`src/rtl/call_stack_pkg.sv`:
```
// Shared constants for the return-address stack: default geometry and the
// 2-bit stack operation encodings decoded from {push, pop}.
package call_stack_pkg;

    localparam int STACK_DEPTH = 8;
    localparam int STACK_WIDTH = 32;

    // Encodings line up with the {push, pop} request bits.
    typedef enum logic [1:0] {
        stack_hold    = 2'b00,
        stack_pop     = 2'b01,
        stack_push    = 2'b10,
        stack_replace = 2'b11
    } stack_op_e;

    function automatic stack_op_e decode_op(input logic push, input logic pop);
        stack_op_e op;
        case ({push, pop})
            2'b00:   op = stack_hold;
            2'b01:   op = stack_pop;
            2'b10:   op = stack_push;
            2'b11:   op = stack_replace;
            default: op = stack_hold;
        endcase
        return op;
    endfunction

endpackage

```
`src/rtl/call_stack.sv`:
```
// Return-address LIFO feeding the PC block's topStack input.
// Optional sticky overflow/underflow flags under `CALL_STACK_ERR_EN.
module call_stack
    import call_stack_pkg::*;
#(
    parameter int DEPTH = STACK_DEPTH,
    parameter int WIDTH = STACK_WIDTH
) (
    input  logic             clock,
    input  logic             reset_n,
    input  logic             EN,
    input  logic             push,
    input  logic             pop,
    input  logic [WIDTH-1:0] pushData,
    output logic [WIDTH-1:0] topStack,
    output logic             empty,
`ifdef CALL_STACK_ERR_EN
    output logic             full,
    output logic             overflow,
    output logic             underflow
`else
    output logic             full
`endif
);

    localparam int AW  = $clog2(DEPTH);
    localparam int SPW = AW + 1;

    logic [WIDTH-1:0] mem_r [DEPTH];
    logic [SPW-1:0]   sp_r;
    logic [SPW-1:0]   sp_nxt_s;
    logic [AW-1:0]    top_idx_s;
    logic [AW-1:0]    wr_idx_s;
    logic             wr_en_s;
    logic             empty_s;
    logic             full_s;
    stack_op_e        op_s;
`ifdef CALL_STACK_ERR_EN
    logic             overflow_r;
    logic             underflow_r;
    logic             ovf_set_s;
    logic             unf_set_s;
`endif

    assign empty_s   = (sp_r == {SPW{1'b0}});
    assign full_s    = (sp_r == SPW'(DEPTH));
    assign top_idx_s = AW'(sp_r - SPW'(1'b1));
    assign op_s      = decode_op(push, pop);

    // Next-state decode; a replace on an empty stack degrades to a plain push.
    always_comb begin
        sp_nxt_s = sp_r;
        wr_en_s  = 1'b0;
        wr_idx_s = AW'(sp_r);
`ifdef CALL_STACK_ERR_EN
        ovf_set_s = 1'b0;
        unf_set_s = 1'b0;
`endif
        if (EN) begin
            case (op_s)
                stack_push: begin
                    if (full_s) begin
`ifdef CALL_STACK_ERR_EN
                        ovf_set_s = 1'b1;
`endif
                    end else begin
                        wr_en_s  = 1'b1;
                        sp_nxt_s = sp_r + SPW'(1'b1);
                    end
                end
                stack_pop: begin
                    if (empty_s) begin
`ifdef CALL_STACK_ERR_EN
                        unf_set_s = 1'b1;
`endif
                    end else begin
                        sp_nxt_s = sp_r - SPW'(1'b1);
                    end
                end
                stack_replace: begin
                    if (empty_s) begin
                        wr_en_s  = 1'b1;
                        sp_nxt_s = sp_r + SPW'(1'b1);
                    end else begin
                        wr_en_s  = 1'b1;
                        wr_idx_s = top_idx_s;
                    end
                end
                default: begin
                    sp_nxt_s = sp_r;
                end
            endcase
        end else begin
            sp_nxt_s = sp_r;
        end
    end

    // Stack pointer; reset empties the stack without touching memory.
    always_ff @(posedge clock or negedge reset_n) begin
        if (!reset_n) begin
            sp_r <= {SPW{1'b0}};
        end else begin
            sp_r <= sp_nxt_s;
        end
    end

`ifdef CALL_STACK_ERR_EN
    // Sticky error flags, cleared only by reset.
    always_ff @(posedge clock or negedge reset_n) begin
        if (!reset_n) begin
            overflow_r  <= 1'b0;
            underflow_r <= 1'b0;
        end else begin
            overflow_r  <= overflow_r | ovf_set_s;
            underflow_r <= underflow_r | unf_set_s;
        end
    end

    assign overflow  = overflow_r;
    assign underflow = underflow_r;
`endif

    // Entry storage; no reset needed since sp gates visibility.
    always_ff @(posedge clock) begin
        if (wr_en_s) begin
            mem_r[wr_idx_s] <= pushData;
        end
    end

    // Top-of-stack read, forced to zero when empty.
    always_comb begin
        if (empty_s) begin
            topStack = {WIDTH{1'b0}};
        end else begin
            topStack = mem_r[top_idx_s];
        end
    end

    assign empty = empty_s;
    assign full  = full_s;

endmodule

```
`config.mk`:
```
export PLATFORM = sky130hd
export DESIGN_NAME = call_stack
export DESIGN_NICKNAME = d
export VERILOG_FILES = /design/src/rtl/call_stack_pkg.sv /design/src/rtl/call_stack.sv
export SDC_FILE = /design/constraint.sdc
export NUM_CORES = 1
export LEC_CHECK = 0
export CAP_MARGIN = 40
export CORE_UTILIZATION = 50
export CTS_CLUSTER_SIZE = 40
export DETAILED_ROUTE_END_ITERATION = 10
export GPL_TIMING_DRIVEN = 1
export PLACE_DENSITY_LB_ADDON = 0.25
export REMOVE_ABC_BUFFERS = 1
export SYNTH_ARGS = -nofsm -noshare
export SYNTH_HDL_FRONTEND = slang
export SYNTH_SLANG_ARGS = --single-unit
```
`constraint.sdc`:
```
create_clock -name clock -period 10.6 [get_ports clock]
set_input_delay 2.65 -clock clock [delete_from_list [all_inputs] [get_ports clock]]
set_output_delay 2.65 -clock clock [all_outputs]
set_load 0.02 [all_outputs]
```
Yosys cells after proc, flatten, opt, wreduce, memory -nomap -nowiden
Memories as Yosys holds them, arrays and structs flattened.
Cells that the tools add are included.
Operators by class
  reductions and logical operators: 4
  equal/unequal tests: 10
  mux-type cells: 14
  add/sub/neg operators: 2
Operators with widths (count)
  $mux 32: 1
  $mux 4: 3
  $pmux 4 s3: 1
  $mux 3: 3
  $eq 2x2->1 const B: 4
  $pmux 2 s4: 1
  $ne 2x2->1 const B: 3
  $reduce_and 5->1: 1
  $add 4x1->4 const B: 1
  $eq 2x1->1 const B: 2
  $eq 4x4->1 const B: 1
  $logic_not 4->1: 1
  $mux 1: 4
  $sub 4x1->4 const B: 1
  $reduce_bool 3->1: 1
  $logic_not 2->1: 1
  $pmux 1 s2: 1
Storage, ports and cells
  input bits: 37
  word-level logic and storage cells: 32
  output and inout port bits: 34
  register bits after elaboration: 4
  memories kept: 1
  bits in writable memories: 256
Memory list
  mem_r: words 8, width 32, read ports 1, clocked after memory_dff 0, wr ports 1, line call_stack.sv:29  | logic [WIDTH-1:0] mem_r [DEPTH];

Depth between registers and ports, before layout
Gate-level depths: netlist of run 1.
  word-level depth: 7
  mapped depth: 10
  mapped depth without buffers: 6

Worst setup path before layout of run 1
Ideal clock, no wire load.
  path type: input to register
  start point: in pop
  end point: mem mem_r[1][0] (netlist bit) (enable)
  buffers on the path: 0
  setup time: 0.421 ns
  path slack: 5.711 ns
  cell stages on the path: 3
  required time: 10.179 ns
  arrival: 4.468 ns
  path through: a21boi_0 -> or3_4 -> nor2_1
Between the ends
  longest elaborated chain between the ends: 7
  elaborated cells on any way between the ends: 13
  those cells by class: 5 x eq/ne; 7 x mux; 1 x reduce/logical
Ends and longest elaborated chain
  from (decl): line call_stack.sv:13  | input logic pop,
  $eq 2x2->1, or another cell as far along: line call_stack_pkg.sv:18  | case ({push, pop})
  $pmux 2 s4 *: line call_stack_pkg.sv:18
  $eq 2x2->1: line call_stack.sv:60  | case (op_s)
  $pmux 1 s2: line call_stack.sv:60
  $mux 1: line call_stack.sv:59  | if (EN) begin
  $mux 1: line call_stack.sv:125  | if (wr_en_s) begin
  $mux 1 (implied by the code): line call_stack.sv:126  | mem_r[wr_idx_s] <= pushData;
  to (decl): line call_stack.sv:29
Every way passes the cells marked *; elsewhere a longest branch is shown, timed or not.

Worst setup path after layout of run 1
  start point: reg sp_r[0]
  end point: out topStack[12]
Between the ends
  longest elaborated chain between the ends: 3
  elaborated cells on any way between the ends: 4
  those cells by class: 1 x add/sub; 1 x mux; 1 x reduce/logical; 1 x memory
Ends and longest elaborated chain
  from (decl): line call_stack.sv:30  | logic [SPW-1:0] sp_r;
  from (signal assigned): line call_stack.sv:101  | sp_r <= {SPW{1'b0}};
  from (signal assigned): line call_stack.sv:103  | sp_r <= sp_nxt_s;
  $sub 4x1->4
  $mem_v2 8x32
  $mux 32 *: line call_stack.sv:132  | if (empty_s) begin
  to (decl): line call_stack.sv:15  | output logic [WIDTH-1:0] topStack,
Marked as above.

==> key figures, run 1 <==
Global route
  • Largest net degree at the start of global routing: 61
  • Grt ovf: 0
  • Initial antenna violation count: 1
  • Global-route wire length before repair: 32700 um
  • GRT Util Overall: 19.8%
  • Vias in the first global route: 5765

Synthesis
  • Avg Inst Size Synth: 19.1 um2
  • Mux share of post-synthesis cell area: 14.6%
  • Simple-Gate Fraction of Synth Area: 4.78%
  • Synth Flop Type: edfxtp_1
  • Syn. warnings: 0
  • Synth async-reset ratio: 1.54%
  • Largest family of logic cells by synthesized area: multiplexers
  • Number of synthesized flops with an enable pin: 256
  • Cells after Synth: 573
  • Synthesized area: 0.0109 mm2
  • Synth Area in XOR/XNOR: 0.698%
  • Synth Area in Compound Gates: 6.08%
  • Synth Register Bits: 260
  • Count of cell types in the netlist: 38
  • Sequential share of the synthesized area: 71.2%
  • Adder-cell share of the synthesized area: 0.229%

STA
  • Setup TNS: 0 ns
  • Slew margin rel.: 41.8%
  • Setup violators final: 0
  • Least-Margin Pin Slew: 0.871 ns
  • RSZ-0062 raised after global routing: false
  • Final setup skew: 0.00952 ns
  • Period Utilization, post-route: 65.8%
  • Final hold vios: 0
  • Final count of pins violating max slew: 0
  • WHS: 0.641 ns
  • Min Clock Period, post-route: 6.98 ns
  • Max Freq: 143 MHz

Clocking
  • Post-CTS setup buffer count: 0
  • Max Root-Sink Buffers: 3
  • Htree depth: 1
  • Cts hold-fix bufs: 0
  • CTS resizes: 0
  • Skew-Pair Late Insertion Delay: 0.53 ns
  • CTS tree: done
  • Clock tree sinks: 260
  • Total CTS buffers: 26
  • Clock transition at the registers of the reported paths: 0.06 ns
  • Clk root buf: clkbuf_16

Critical path
  • Worst R2R End: mem_r[0][18]
  • Worst Setup Start Kind: flop
  • Worst R2R Path Depth: 9
  • Kind of critical path: flop to output port
  • Data required, critical path: 7.95 ns
  • Worst reg-to-reg setup slack: 6.28 ns
  • Critical Path End Type: output port
  • Critical path fanouts, max: 60
  • FF-to-FF Start: sp_r[0]
  • Worst Path Arrival: 4.33 ns

Outcome
  • Outcome: finished clean

Layout
  • Final-layout fill cell count: 1536
  • Area Overhead vs Synth: 16.8%
  • Layout cell share with drive strength beyond 1: 38.5%
  • Final instance area: 0.0128 mm2
  • Final core utilization: 60.2%
  • NumNets Final: 692

Worst hold path
  • Hold-critical path depth: 1
  • Hold worst-path end: sp_r[3]
  • Worst hold path class: flop to flop
  • Worst min-delay path startpoint: sp_r[3]

Power and ir drop
  • Power per Cell Area: 340 mW/mm2
  • VDD IR max: 0.173 mV
  • Pleak: 0.00416 uW
  • Post-layout power: 4340 uW

Die
  • Die H: 150 um
  • Initial Utilization: 51.5%
  • # IOs: 71
  • Core area: 0.0212 mm2
  • Chip Width: 150 um
  • Num rows: 53
  • Total die area: 0.0225 mm2

Placed design
  • IO Port Bufs: 70
  • Post-DP HPWL: 11900 um
  • Placement Cell Area: 0.0120 mm2
  • GPL Wtd Cong: 0.753

Detailed routing
  • DR pass1 iterations: 4
  • WL/cell: 22.8 um
  • DRC Markers: 0
  • Routed wire length: 21600 um
  • Vias: 5426
  • Final ANT Viol Nets: 0
  • Via density: 5.73
  • DRT iter0 DRCs: 298

Job
  • Max cap viols: 0
## cells in the mapped netlist (5+ instances only)
| master | instances | area [um2] |
|---|---|---|
| mux2_4 | 33 | 495 |
| buf_4 | 8 | 60.1 |
| nor2_1 | 10 | 37.5 |
| o22ai_1 | 31 | 194 |
| edfxtp_1 | 256 | 7690 |
| o22ai_2 | 33 | 413 |
| nor3_2 | 33 | 330 |
| buf_6 | 10 | 113 |
| nand2_1 | 5 | 18.8 |
| mux2_2 | 84 | 946 |
| buf_2 | 16 | 80.1 |
| mux2_1 | 11 | 124 |
## layout make-up
class                           instances  area (um2)  share of cell area (%)
Clock buffer                           30         687                    5.38
Inverter                                2        7.51                  0.0588
Sequential cell                       260        7790                    61.0
Tap cell                              275         344                    2.69
Antenna cell                            1        2.50                  0.0196
Multi-Input combinational cell        277        2960                    23.2
Clock inverter                         16         128                   0.999
Timing Repair Buffer                   86         853                    6.68
## cell usage in the layout (no fill, tap or decap), types with 4 or more instances in the layout
master,count
a31oi_1,4
buf_4,14
clkbuf_16,27
clkdlybuf4s50_1,70
clkinv_1,6
clkinv_2,6
dfrtp_1,4
edfxtp_1,256
mux2_1,11
mux2_2,84
mux2_4,33
nand2_1,5
nor2_4,8
nor3_2,33
o22ai_1,31
o22ai_2,33
## how the worst max path moves through the flow
stage               startpoint      endpoint  slack (ns)  cells past startpoint
floorplan              sp_r[0]  topStack[30]        2.96                      5
global placement       sp_r[0]  topStack[12]        4.11                      7
detailed placement     sp_r[0]  topStack[15]        4.16                      8
CTS                    sp_r[0]  topStack[15]        3.61                      8
global route           sp_r[0]  topStack[31]        3.40                      8
finish                 sp_r[0]  topStack[12]        3.62                      8
## where the power goes
| group | switching (uW) | total [uW] | leakage, uW | internal (uW) |
|---|---|---|---|---|
| logic | 1160 | 2210 | 0.00140 | 1050 |
| registers | 39.1 | 1260 | 0.00236 | 1220 |
| clock network | 358 | 867 | 0.000398 | 509 |
| total | 1560 | 4340 | 0.00416 | 2790 |
## routing by layer
layer,vias up,part of all wire [%],global-route usage [%]
li1,2462,-,-
met1,2818,42,25.1
met2,116,52,35.3
met3,30,4.0,3.11
met4,0,1.6,5.30
met5,-,0,0
## critical path, cell delays in order, from the launching register on
cell,delay (ns)
dfrtp_1,0.58
inv_2,0.19
ha_4,0.87
buf_4,0.57
buf_16,0.29
mux2_2,0.37
o22ai_1,0.18
nor3_2,0.08
clkdlybuf4s50_1,0.56
## stage by stage
step | setup WS (ns) | cells
2_1_floorplan | 2.96 | 539
3_3_place_gp | 4.11 | 898
3_5_place_dp | 4.16 | 900
4_1_cts | 3.61 | 946
5_1_grt | 3.40 | 946
6_report | 3.62 | 947
## registers in the layout, indices dropped and copies added (netlist names)
name / cells
mem_r: 256
sp_r: 4
## cells by family (layout without fill, tap and decap cells)
kind of cell,count (synthesis),count (layout)
flops,260,260
mux,131,131
compound gates,72,72
simple gates,65,65
buf+inv,36,134
xor+xnor,7,7
fa+ha+maj,2,2
other cells,0,1
(Power assumes the default switching activity.)
==> run 2, diff against run 1 <==
Clock period 10.6 ns to 5.9 ns, I/O delays scaled along.
==> key figures, run 2 (synthesis gave the netlist of run 1 again) <==
Placed design
  • Place WS: 1.24 ns
  • Placed cell count: 907
  • IO Port Bufs: 70
  • Post-DP HPWL: 12900 um
  • GPL Wtd Cong: 0.775

Worst hold path
  • Worst hold path class: flop to flop
  • Hold worst-path end: sp_r[3]
  • Hold-critical path depth: 1
  • Worst min-delay path startpoint: sp_r[3]

Clocking
  • Clock tree sinks: 260
  • CTS tree: done
  • Skew-Pair Late Insertion Delay: 0.53 ns
  • Total CTS buffers: 27
  • Max Root-Sink Buffers: 3
  • Clk root buf: clkbuf_16
  • Post-CTS setup buffer count: 0
  • Htree depth: 1
  • Clock transition at the registers of the reported paths: 0.06 ns
  • CTS resizes: 0
  • Cts hold-fix bufs: 0

Critical path
  • Crit path max-delay cell type: dfrtp_1
  • Worst Setup Start Kind: flop
  • Worst reg-to-reg setup slack: 2.13 ns
  • Worst R2R End: mem_r[3][24]
  • Critical Path End Type: output port
  • Kind of critical path: flop to output port
  • Critical path fanouts, max: 42
  • Top delay family on crit path: buffers and inverters
  • Worst Path Arrival: 3.77 ns
  • CP bufs+invs: 4
  • Worst R2R Path Depth: 8
  • Data required, critical path: 4.43 ns
  • Worst-path cell chain: inv_2 > ha_4 > buf_16 > buf_4 > mux2_2 > o22ai_1 > nor3_2 > clkdlybuf4s50_1
  • Worst path max stage delay: 0.59 ns
  • FF-to-FF Start: sp_r[0]

Die
  • Core area: 0.0212 mm2
  • # IOs: 71
  • Initial Utilization: 51.5%
  • Total die area: 0.0225 mm2
  • Chip Width: 150 um
  • Num rows: 53
  • Die H: 150 um

STA
  • Slew margin rel.: 42.2%
  • Setup violators final: 0
  • Least-Margin Pin Slew: 0.865 ns
  • RSZ-0062 raised after global routing: false
  • Final hold vios: 0
  • Max Freq: 191 MHz
  • Period Utilization, post-route: 88.9%
  • Final setup skew: 0.00985 ns
  • Final count of pins violating max slew: 0
  • WHS: 0.633 ns
  • Final setup margin: 0.656 ns
  • Min Clock Period, post-route: 5.24 ns

Detailed routing
  • WL/cell: 23.4 um
  • Routed wire length: 22300 um
  • Via density: 5.71
  • DRC Markers: 0
  • Vias: 5444
  • DRT iter0 DRCs: 360
  • Final ANT Viol Nets: 0
  • DR pass1 iterations: 4

Power and ir drop
  • Post-layout power: 8020 uW
  • VDD IR max: 0.486 mV
  • Power per Cell Area: 619 mW/mm2
  • Pleak: 0.00425 uW

Layout
  • Ant. Diodes: 0
  • Max FFs per register: 256
  • NumNets Final: 700
  • Commonest non-fill, non-tap cell in the layout: edfxtp_1
  • Biggest register: mem_r
  • Layout cell share with drive strength beyond 1: 39.2%
  • Final-layout fill cell count: 1517
  • Biggest regs: mem_r (256), sp_r (4)
  • Fin cells: 954
  • Area Overhead vs Synth: 18.5%
  • Final core utilization: 61.0%
  • Commonest cells after routing, fill and taps aside: edfxtp_1 (256), mux2_2 (84), clkdlybuf4s50_1 (70)

Global route
  • Largest net degree at the start of global routing: 43
  • Grt ovf: 0
  • Vias in the first global route: 5808
  • Initial antenna violation count: 0
  • Global-route wire length before repair: 34100 um
  • GRT Util Overall: 20.7%

Outcome
  • Outcome: finished clean

Job
  • Max cap viols: 0
==> run 2: cell count changes in the layout (fill, tap and decap cells not counted) <==
| cell | before | now |
|---|---|---|
| buf_12 | 1 | 2 |
| buf_16 | 1 | 4 |
| buf_4 | 14 | 17 |
| bufinv_16 | 2 | 4 |
| clkbuf_1 | 3 | 2 |
| clkinv_1 | 6 | 7 |
| clkinvlp_4 | 2 | 0 |
| diode_2 | 1 | 0 |
| inv_6 | 0 | 1 |
==> run 2: layout make-up <==
cell class | count | area (um2) | share of cell area (%)
Clock buffer | 29 | 683 | 5.28
Inverter | 2 | 7.51 | 0.0580
Clock inverter | 18 | 185 | 1.43
Tap cell | 275 | 344 | 2.66
Timing Repair Buffer | 93 | 978 | 7.56
Multi-Input combinational cell | 277 | 2960 | 22.9
Sequential cell | 260 | 7790 | 60.1
==> run 2: stage by stage <==
stage / cell area, um2 / setup TNS [ns]
floorplan: 10700 / -66.81
global placement: 12000 / 0
detailed placement: 12100 / 0
CTS: 12900 / 0
global route: 12900 / 0
finish: 12900 / 0
==> run 2: worst max-delay path by stage <==
stage	start	endpoint	slack, ns	cells after the start
floorplan	sp_r[0]	topStack[30]	-0.57	5
global placement	sp_r[0]	topStack[4]	1.20	7
detailed placement	sp_r[0]	topStack[18]	1.24	8
CTS	sp_r[0]	topStack[18]	0.64	8
global route	sp_r[0]	topStack[18]	0.47	8
finish	sp_r[0]	topStack[18]	0.66	8
==> run 2: per-layer routing <==
metal | wire length (um) | GRT usage [%]
met5 | 0 | 0
met3 | 1250 | 4.05
met2 | 11300 | 35.2
met1 | 9480 | 27.7
met4 | 336 | 4.49
==> run 2: report_power, final <==
group | switching (uW) | internal [uW]
clock network | 659 | 1000
logic | 2120 | 1970
registers | 70.3 | 2200
==> run 3, diff against run 2 <==
Settings changed: CAP_MARGIN 40 to 10, CORE_UTILIZATION 50 to 53, HOLD_SLACK_MARGIN set to 0.08.
==> key figures, run 3 (synthesis gave the netlist of run 1 again) <==
STA
  • Period Utilization, post-route: 88.9%
  • Final hold vios: 0
  • Least-Margin Pin Slew: 0.914 ns
  • WHS: 0.659 ns
  • Final setup margin: 0.654 ns
  • Slew margin rel.: 38.9%
  • Final setup skew: 0.00738 ns
  • RSZ-0062 raised after global routing: false
  • Final count of pins violating max slew: 0
  • Setup violators final: 0
  • Max Freq: 191 MHz
  • Min Clock Period, post-route: 5.25 ns

Detailed routing
  • Routed wire length: 21100 um
  • Vias: 5381
  • DRT iter0 DRCs: 274
  • Final ANT Viol Nets: 0
  • DRC Markers: 0
  • WL/cell: 22.4 um
  • Via density: 5.71
  • DR pass1 iterations: 4

Power and ir drop
  • Net Switching: 2770 uW
  • Register share of total power: 29.3%
  • Clock power share: 19.4%
  • Combinational Power Share: 51.3%
  • VDD IR max: 0.466 mV
  • Sw Ratio: 35.8%
  • Pleak: 0.00415 uW
  • Int Pwr: 4960 uW
  • Power per Cell Area: 607 mW/mm2

Die
  • Die H: 146 um
  • Chip Width: 146 um
  • Num rows: 52
  • Total die area: 0.0212 mm2
  • Initial Utilization: 54.0%
  • Core area: 0.0202 mm2
  • # IOs: 71

Layout
  • Final-layout fill cell count: 1382
  • Layout cell share with drive strength beyond 1: 37.9%
  • Area Overhead vs Synth: 16.5%
  • Commonest cells after routing, fill and taps aside: edfxtp_1 (256), mux2_2 (84), clkdlybuf4s50_1 (70)
  • Max FFs per register: 256
  • NumNets Final: 694
  • Reg area: 0.00779 mm2
  • Area of the multi-input gates: 0.00296 mm2
  • Ant. Diodes: 0
  • Biggest regs: mem_r (256), sp_r (4)
  • Biggest register: mem_r
  • Commonest non-fill, non-tap cell in the layout: edfxtp_1

Placed design
  • Place WS: 1.23 ns
  • Post-DP HPWL: 12400 um
  • GPL Wtd Cong: 0.739
  • IO Port Bufs: 70

Critical path
  • Worst Setup Start Kind: flop
  • FF-to-FF Start: sp_r[0]
  • Top delay family on crit path: buffers and inverters
  • Critical Path End Type: output port
  • Worst reg-to-reg setup slack: 2.28 ns
  • Critical path fanouts, max: 50
  • Data required, critical path: 4.43 ns
  • Worst-path cell chain: inv_2 > ha_4 > buf_4 > mux2_2 > o22ai_1 > nor3_2 > clkdlybuf4s50_1
  • CP bufs+invs: 3
  • Worst R2R Path Depth: 8
  • Worst Path Arrival: 3.77 ns
  • Worst path max stage delay: 0.78 ns
  • Worst R2R End: mem_r[6][9]
  • Kind of critical path: flop to output port
  • Crit path max-delay cell type: ha_4

Global route
  • Vias in the first global route: 5700
  • Grt ovf: 0
  • GRT Util Overall: 20.6%
  • Largest net degree at the start of global routing: 51
  • Global-route wire length before repair: 33100 um
  • Initial antenna violation count: 0

Clocking
  • Skew-Pair Late Insertion Delay: 0.51 ns
  • Clk root buf: clkbuf_16
  • Total CTS buffers: 26
  • Post-CTS setup buffer count: 0
  • Cts hold-fix bufs: 0
  • Max Root-Sink Buffers: 3
  • Clock transition at the registers of the reported paths: 0.05 ns
  • Htree depth: 1
  • CTS resizes: 0
  • CTS tree: done
  • Clock tree sinks: 260

Worst hold path
  • Hold worst-path end: sp_r[3]
  • Worst hold path class: flop to flop
  • Hold-critical path depth: 1
  • Worst min-delay path startpoint: sp_r[3]

Job
  • Max cap viols: 0

Outcome
  • Outcome: finished clean
-- run 3: final cells by class --
cell class / instances / share of cell area, %
multi-input cells: 277 / 23.3
clock buffers: 34 / 5.51
repair buffers: 88 / 6.76
inverters: 2 / 0.0589
clock inverters: 12 / 0.619
flip-flops and latches: 260 / 61.1
well taps: 270 / 2.65
-- run 3: power groups by stage --
stage | registers (uW) | logic, uW | clock network, uW
6_report | 2270 | 3970 | 1500
5_1_grt | 2280 | 4210 | 1600
4_1_cts | 2270 | 4010 | 1530
3_5_place_dp | 2310 | 3990 | 0
3_3_place_gp | 2290 | 3940 | 0
2_1_floorplan | 2290 | 2740 | 0
-- run 3: through the flow --
stage                     total power, uW  instance area (um2)  util [%]  setup TNS [ns]  std cells
after floorplan                      5030                10700         -          -66.81        539
after global placement               6230                12000      59.1               0        897
after detailed placement             6300                12000      59.1               0        897
after CTS                            7810                12700      62.9               0        943
after global routing                 8090                12700      62.9               0        943
final                                7730                12700      62.9               0        943
-- run 3: worst max path at each step --
stage / startpoint / endpoint / slack (ns) / depth (start not counted)
6_report: sp_r[0] / topStack[9] / 0.65 / 7
5_1_grt: sp_r[0] / topStack[9] / 0.50 / 7
4_1_cts: sp_r[0] / topStack[9] / 0.68 / 7
3_5_place_dp: sp_r[0] / topStack[9] / 1.23 / 7
3_3_place_gp: sp_r[0] / topStack[9] / 1.34 / 7
2_1_floorplan: sp_r[0] / topStack[30] / -0.57 / 5
-- run 3: layer usage --
| layer | global-route usage, % | vias up | share of wire (%) |
|---|---|---|---|
| li1 | - | 2469 | - |
| met1 | 28.0 | 2728 | 42 |
| met2 | 34.8 | 147 | 51 |
| met3 | 3.13 | 37 | 5.9 |
| met4 | 5.47 | 0 | 1.6 |
| met5 | 0 | - | 0 |
